### src/rtl/lsu_align.sv
// lsu_align: load/store alignment unit between the MEM-stage pipeline register
// and a word-organised data memory.
//
// Converts a byte-addressed request (funct3 width/sign) into word-aligned
// accesses with byte enables. A request that straddles a 32-bit word boundary
// is split into two back-to-back accesses, holding the pipeline for one cycle.
// Load bytes are lane-shifted, merged across the two words when split, and
// sign- or zero-extended.
//
// Handshake: a request is presented with req_valid=1. The unit answers in the
// same cycle with done=1, or with stall=1 when a second access is needed. While
// stall=1 the pipeline keeps every req_* input stable. done then rises in the
// following cycle. A new request may be presented in the cycle right after done.
//
// Ports:
//   clk, rst         clock; synchronous active-low reset
//   req_valid        request present this cycle
//   req_write        1 = store, 0 = load
//   req_f3           funct3 (000 B, 001 H, 010 W, 100 BU, 101 HU)
//   req_addr         byte address
//   req_wdata        store data
//   stall            hold the pipeline (first half of a split access)
//   done             request completes this cycle
//   err              illegal request; no memory access made
//   load_data        extended load result (only when done && !req_write)
//   split_cnt        saturating count of completed split requests
//   mem_en/mem_we    memory access / write strobe
//   mem_addr         word index
//   mem_be           byte enables, bit i -> bits [8i+7:8i]
//   mem_wdata        lane-aligned write data
//   mem_rdata        combinational read data for mem_addr
module lsu_align #(
    parameter int ADDR_W = 10,
    parameter int CNT_W  = 16
) (
    input  logic              clk,
    input  logic              rst,
    input  logic              req_valid,
    input  logic              req_write,
    input  logic [2:0]        req_f3,
    input  logic [ADDR_W-1:0] req_addr,
    input  logic [31:0]       req_wdata,
    output logic              stall,
    output logic              done,
    output logic              err,
    output logic [31:0]       load_data,
    output logic [CNT_W-1:0]  split_cnt,
    output logic              mem_en,
    output logic              mem_we,
    output logic [ADDR_W-3:0] mem_addr,
    output logic [3:0]        mem_be,
    output logic [31:0]       mem_wdata,
    input  logic [31:0]       mem_rdata
);

    localparam int WORD_W = ADDR_W - 2;

    typedef enum logic {
        IDLE   = 1'b0,
        SECOND = 1'b1
    } state_t;

    state_t            state, state_nx;
    logic [31:0]       hold;
    logic [CNT_W-1:0]  cnt;

    logic [1:0]        off;
    logic [WORD_W-1:0] word, word_nx;
    logic [3:0]        size_mask;
    logic [7:0]        mask8;
    logic [63:0]       wide;
    logic              illegal, split;
    logic [31:0]       rd_shift, merged;
    logic              start_split, finish_split;

    // Truncate to the access size, then sign- or zero-extend.
    function automatic logic [31:0] extend(input logic [31:0] v, input logic [2:0] f3);
        logic [31:0] r;
        case (f3)
            3'b000:  r = {{24{v[7]}}, v[7:0]};
            3'b001:  r = {{16{v[15]}}, v[15:0]};
            3'b100:  r = {24'b0, v[7:0]};
            3'b101:  r = {16'b0, v[15:0]};
            default: r = v;
        endcase
        return r;
    endfunction

    // Request decode and lane alignment.
    always_comb begin
        off  = req_addr[1:0];
        word = req_addr[ADDR_W-1:2];
        // Word index wraps naturally at 2^WORD_W.
        word_nx = word + {{(WORD_W-1){1'b0}}, 1'b1};

        case (req_f3[1:0])
            2'b00:   size_mask = 4'b0001;
            2'b01:   size_mask = 4'b0011;
            default: size_mask = 4'b1111;
        endcase

        // 8-bit mask / 64-bit data: low half feeds the first access, high
        // half the second.
        mask8 = {4'b0000, size_mask} << off;
        wide  = {32'b0, req_wdata} << {off, 3'b000};

        illegal = (req_f3 == 3'b011) || (req_f3 == 3'b110) || (req_f3 == 3'b111) ||
                  (req_write && req_f3[2]);
        split   = ((req_f3[1:0] == 2'b01) && (off == 2'b11)) ||
                  ((req_f3[1:0] == 2'b10) && (off != 2'b00));

        rd_shift = mem_rdata >> {off, 3'b000};
        // off is never 0 in SECOND, so the shift is 8..24.
        merged   = hold | (mem_rdata << (6'd32 - {1'b0, off, 3'b000}));
    end

    // Next state and outputs.
    always_comb begin
        state_nx     = state;
        start_split  = 1'b0;
        finish_split = 1'b0;
        stall        = 1'b0;
        done         = 1'b0;
        err          = 1'b0;
        load_data    = 32'h0;
        mem_en       = 1'b0;
        mem_we       = 1'b0;
        mem_addr     = '0;
        mem_be       = 4'b0000;
        mem_wdata    = 32'h0;

        case (state)
            IDLE: begin
                if (req_valid) begin
                    if (illegal) begin
                        err  = 1'b1;
                        done = 1'b1;
                    end else begin
                        mem_en    = 1'b1;
                        mem_we    = req_write;
                        mem_addr  = word;
                        mem_be    = mask8[3:0];
                        mem_wdata = req_write ? wide[31:0] : 32'h0;
                        if (split) begin
                            stall       = 1'b1;
                            start_split = 1'b1;
                            state_nx    = SECOND;
                        end else begin
                            done      = 1'b1;
                            load_data = req_write ? 32'h0 : extend(rd_shift, req_f3);
                        end
                    end
                end
            end
            SECOND: begin
                // Completes even if req_valid dropped; req_* are still held.
                mem_en       = 1'b1;
                mem_we       = req_write;
                mem_addr     = word_nx;
                mem_be       = mask8[7:4];
                mem_wdata    = req_write ? wide[63:32] : 32'h0;
                done         = 1'b1;
                load_data    = req_write ? 32'h0 : extend(merged, req_f3);
                finish_split = 1'b1;
                state_nx     = IDLE;
            end
            default: state_nx = IDLE;
        endcase

        // Reset silences every strobe, including a pending second access.
        if (!rst) begin
            stall     = 1'b0;
            done      = 1'b0;
            err       = 1'b0;
            load_data = 32'h0;
            mem_en    = 1'b0;
            mem_we    = 1'b0;
            mem_addr  = '0;
            mem_be    = 4'b0000;
            mem_wdata = 32'h0;
        end
    end

    always_ff @(posedge clk) begin
        if (!rst) begin
            state <= IDLE;
            hold  <= 32'h0;
            cnt   <= '0;
        end else begin
            state <= state_nx;
            if (start_split)
                hold <= rd_shift;
            if (finish_split && (cnt != {CNT_W{1'b1}}))
                cnt <= cnt + 1'b1;
        end
    end

    assign split_cnt = cnt;

endmodule

### config.mk
export PLATFORM = sky130hd
export DESIGN_NAME = lsu_align
export DESIGN_NICKNAME = d
export VERILOG_FILES = /design/src/rtl/lsu_align.sv
export SDC_FILE = /design/constraint.sdc
export NUM_CORES = 1
export LEC_CHECK = 0
export CAP_MARGIN = 5
export CORE_MARGIN = 5
export CORE_UTILIZATION = 51
export DETAILED_ROUTE_END_ITERATION = 16
export PLACE_DENSITY_LB_ADDON = 0.3
export SYNTH_ARGS = -nofsm -noshare
export SYNTH_HDL_FRONTEND = slang
export SYNTH_SLANG_ARGS = --single-unit
### constraint.sdc
create_clock -name clk -period 6 [get_ports clk]
set_clock_uncertainty 0.05 [all_clocks]
set_input_delay 1.2 -clock clk [delete_from_list [all_inputs] [get_ports clk]]
set_output_delay 1.2 -clock clk [all_outputs]
set_load 0.05 [all_outputs]
# After elaboration in Yosys (flattened, before gate mapping)
# Index checks and enable logic that the tools add are counted.
[word_totals]
reg_bits = 49
input_bits = 81
[op_classes]
addsub = 3
eq_ne = 10
shift = 4
mux = 48
bitwise = 2
n_reduce_logical = 11
[op_table]
columns = ["operator", "count"]
rows = [
  ["$mux 32", 11],
  ["$pmux 32 s4", 2],
  ["$pmux 32 s2", 2],
  ["$shl 32x5->64", 1],
  ["$or 32x32->32", 1],
  ["$shl 32x6->32", 1],
  ["$shr 32x5->32", 1],
  ["$mux 8", 3],
  ["$mux 1", 20],
  ["$add 16x1->16 const B", 1],
  ["$ne 16x16->1 const B", 1],
  ["$pmux 4 s2", 2],
  ["$pmux 8 s2", 1],
  ["$eq 3x3->1 const B", 4],
  ["$mux 4", 3],
  ["$add 8x1->8 const B", 1],
  ["$pmux 1 s2", 4],
  ["$shl 4x2->8", 1],
  ["$sub 6x5->6 const A", 1],
  ["$eq 2x2->1 const B", 2],
  ["$logic_and 1x1->1", 4],
  ["$logic_or 1x1->1", 4],
  ["$eq 3x1->1 const B", 1],
  ["$eq 3x2->1 const B", 1],
  ["other kinds (5)", 5],
]

# Depth between registers and ports, before layout
[depth]
word_depth = 8
depth_mapped = 11
ltp_nobuf = 7

# Worst setup path before layout
# Ideal clock, no wire load.
[synth_timing]
path_type = "input to output"
from = "input port req_addr[0]"
to = "output port load_data[18]"
arrival_ns = 4.002
required_ns = 4.750
path_slack_ns = 0.748
stages = 9
path_cell_list = "buf_2 inv_1 clkbuf_1 ha_1 o31ai_4 nor3_4 nand2_4 buf_6 o32ai_1"
[synth_via]
elab_chain_len = 8
[synth_rtl]
columns = ["element", "line", "text"]
rows = [
  ["start: declaration", "41", "input logic [ADDR_W-1:0] req_addr,"],
  ["parallel branches: the longest is 6 deep, another holds $sub 6x5->6", "--", ""],
  ["$pmux 32 s2 (*)", "132", "case (state)"],
  ["$mux 32 (*)", "171", "if (!rst) begin"],
  ["end: declaration", "46", "output logic [31:0] load_data,"],
]
# Every way passes the cells marked *.

# Worst setup path in the final report
[layout_timing]
from = "input port req_write"
to = "output port mem_wdata[31]"
[layout_via]
elab_chain_len = 6
[layout_rtl]
columns = ["element", "line", "text"]
rows = [
  ["start: declaration", "39", "input logic req_write,"],
  ["$logic_and 1x1->1", "108", "(req_write && req_f3[2]);"],
  ["$logic_or 1x1->1", "107", "illegal = (req_f3 == 3'b011) || (req_f3 == 3'b110) || (req_f3 == 3'b111) ||"],
  ["$mux 32", "135", "if (illegal) begin"],
  ["$mux 32", "134", "if (req_valid) begin"],
  ["$pmux 32 s2 (*)", "132", ""],
  ["$mux 32 (*)", "171", ""],
  ["end: declaration", "52", "output logic [31:0] mem_wdata,"],
]
# Mark *: on every way between the ends. The rest lies on a longest branch, timed or not.

==> impl_metrics.ini <==
[global_routing]
antenna_found_initial = 0
grt_pass1_wl_um = 31900
grt_overflow = 0
grt_max_degree = 61
grt_pass1_vias = 6370
grt_usage = 0.297

[pwr]
peakVddDrop_mv = 0.0923
p_per_area_mw_per_mm2 = 127
p_leak_nw = 2.61

[outcome]
run_status = finished, final reports clean

[route]
routed_via_density = 6.40
drtAntennaViolNets = 0
wl_per_cell_um = 19.5
drt_iter0_markers = 784
finalWirelength_um = 19900
via_count = 6525
drtPass1Iterations = 6
drc = 0

[yosys]
synth-seq-cells = 49
synth_compound_area_frac = 0.314
yosys.area_share.simple = 0.279
async_reset_ff_frac = 0
synthMuxAreaShare = 0.133
synthCells = 746
synth_edf_count = 0
ys_seq_area_frac = 0.180
synth.avg_cell_area_um2 = 7.29
synth_flop_cell = dfxtp_1
synth_top_family_by_area = compound AO/OA/AOI/OAI gates
synthAdderAreaFrac = 0.00921
synth-xor-area-share = 0.0177
synth_nets = 831
ys_warn_count = 0
synth_area_mm2 = 0.00544
synth_cell_types = 61

[sta]
hold_violations = 0
period_minus_slack_ns = 5.36
slew_headroom = 0.336
fin_setup_tns_ns = 0
whs_ns = 0.409
fin_crit_sh = 0.893
maxSlewViolCount = 0
setup_slack_ns = 0.640
worst_pin_slew_ns = 0.993
setup_viol = 0
fmax_mhz = 187
rsz0062_at_grt = no

[clock_network]
cts_sinks = 49
path_clk_slew_ns = 0.09
tritoncts = built
numCtsBuffers = 5
postCtsHoldBufs = 0
ctsHtreeMaxLevel = 2
postCtsSetupRepairBufs = 0
insertion_delay_ns = 0.31
clock_path_buffers = 2
cts-root-buf = clkbuf_8
cts_resized = 0

[setup_path]
start_kind = primary input
worst_ep_arrival_time_ns = 4.11
critPathMaxFanout = 10
worst-setup-path-type = in2out
critPathCaptureType = primary output
worstPathRequired_ns = 4.75

[floorplan]
dieArea_mm2 = 0.0128
die_y_um = 113
rows = 37
io-pin-count = 178
start_util = 0.524
die_x_um = 113
core-area_mm2 = 0.0104

[placed_design]
place_congestion = 0.943
pre_cts_ws_ns = 0.661
port_buffers = 177
dp_hpwl_um = 14600

[final_layout]
layout.nets = 968
num_antenna_cells = 0
multi_input_area_mm2 = 0.00410
nFillCells = 839
syn_to_final_growth_pct = 35.8
seq_area_um2 = 981
finish.utilization = 0.712
drive_gt1_frac = 0.117

[min_path]
hold_path_class = reg2reg

[job]
maxCapViolCount = 0
## cells by family after synthesis
group                    after synthesis
AND/OR/NAND/NOR                      307
AO/OA/AOI/OAI                        243
buffers and inverters                 72
adder cells (fa/ha/maj)                4
XOR/XNOR                              11
flip-flops                            49
multiplexers                          60
## sequential cells by signal, summed over array words and instances, names as in the netlist
signal / flops
state: 1
split_cnt: 16
hold: 32
## cells in the mapped netlist (7+ instances only)
library cell / instances / share of area
a2111oi_0: 8 / 0.013
a211oi_1: 28 / 0.039
a21boi_0: 10 / 0.014
a21boi_1: 21 / 0.029
a21oi_1: 77 / 0.071
a22o_1: 9 / 0.015
a22oi_1: 8 / 0.011
and2_1: 13 / 0.015
and3_1: 7 / 0.0081
buf_1: 8 / 0.0055
buf_2: 18 / 0.017
buf_4: 7 / 0.0097
clkbuf_1: 24 / 0.017
dfxtp_1: 49 / 0.18
inv_1: 7 / 0.0048
mux2_2: 9 / 0.019
mux2i_1: 41 / 0.075
mux4_2: 9 / 0.037
nand2_1: 100 / 0.069
nand3_1: 16 / 0.015
nand4_1: 7 / 0.0081
nor2_1: 83 / 0.057
nor2b_1: 28 / 0.032
nor3_1: 18 / 0.017
nor3b_2: 7 / 0.016
o21a_1: 11 / 0.015
o21ai_0: 36 / 0.033
o22ai_1: 7 / 0.0081
o32ai_2: 10 / 0.030
## cell type report
cell class | instances | area share
Tap cell | 136 | 0.0230
Inverter | 10 | 0.00508
Clock inverter | 2 | 0.00220
Multi-Input combinational cell | 625 | 0.555
Timing Repair Buffer | 192 | 0.272
Sequential cell | 49 | 0.133
Clock buffer | 5 | 0.00932
## cells in the final DEF (no fill, tap or decap), drive strengths merged, types with 2 or more instances in the layout
| cell | instances |
|---|---|
| nand2b | 6 |
| nor4 | 2 |
| a22o | 9 |
| dfxtp | 49 |
| xor2 | 6 |
| or2 | 2 |
| and4 | 2 |
| o211ai | 5 |
| nand3 | 17 |
| mux2i | 41 |
| o21ai | 37 |
| nor2b | 28 |
| xnor2 | 5 |
| clkdlybuf4s50 | 149 |
| and2 | 13 |
| nor3 | 21 |
| nand4 | 8 |
| o21a | 11 |
| a21boi | 31 |
| nor2 | 84 |
| o22ai | 7 |
| mux4 | 9 |
| a21oi | 78 |
| or3 | 6 |
| a31oi | 2 |
| inv | 10 |
| ha | 4 |
| and3 | 7 |
| buf | 43 |
| a2111oi | 8 |
| nand2 | 101 |
| a211oi | 28 |
| o31ai | 2 |
| clkbuf | 5 |
| mux2 | 10 |
| o32ai | 16 |
| a22oi | 8 |
| nor3b | 8 |
## path summary, 6_finish.rpt
kind                         startpoint                     to  slack (ns)  cells after the start
hold / removal    hold[23]$_SDFFE_PN0N_  hold[23]$_SDFFE_PN0N_        0.41                      2
setup reg to reg       state$_SDFF_PN0_  hold[26]$_SDFFE_PN0N_        3.71                      6
setup / recovery              req_write          mem_wdata[31]        0.64                      7
hold reg to reg   hold[23]$_SDFFE_PN0N_  hold[23]$_SDFFE_PN0N_        0.41                      2
## power breakdown
part	switching, W	internal, W	total [W]
Combinational	0.000236	0.000165	0.000401
Clock	0.000122	0.0000808	0.000203
Sequential	0.00000393	0.000330	0.000334
Total	0.000363	0.000576	0.000939
## per-stage QoR
stage,instances,instance area (um^2),power (W)
6_report,1019,7380,0.000939
4_1_cts,1019,7380,0.000932
2_1_floorplan,746,5440,0.000587
5_1_grt,1019,7380,0.000975
3_3_place_gp,1012,7300,0.000721
3_5_place_dp,1012,7300,0.000733
## metal layers
metal  global-route usage  part of all wire  up-vias
met5                    0                 0        -
met3               0.0572             0.096       79
met1                0.387              0.39     3036
li1                     -                 -     2983
met4                0.109             0.036        0
met2                0.489              0.47      427
## critical path: stages
cell and delay [ns]:
clkdlybuf4s50_1 0.66, nor2_4 0.26, o21ai_0 0.23, nor2_1 0.15, nand3_1 0.35, a211oi_1 0.37, clkdlybuf4s50_1 0.87
Note: power is estimated with default switching activity, not from simulation.
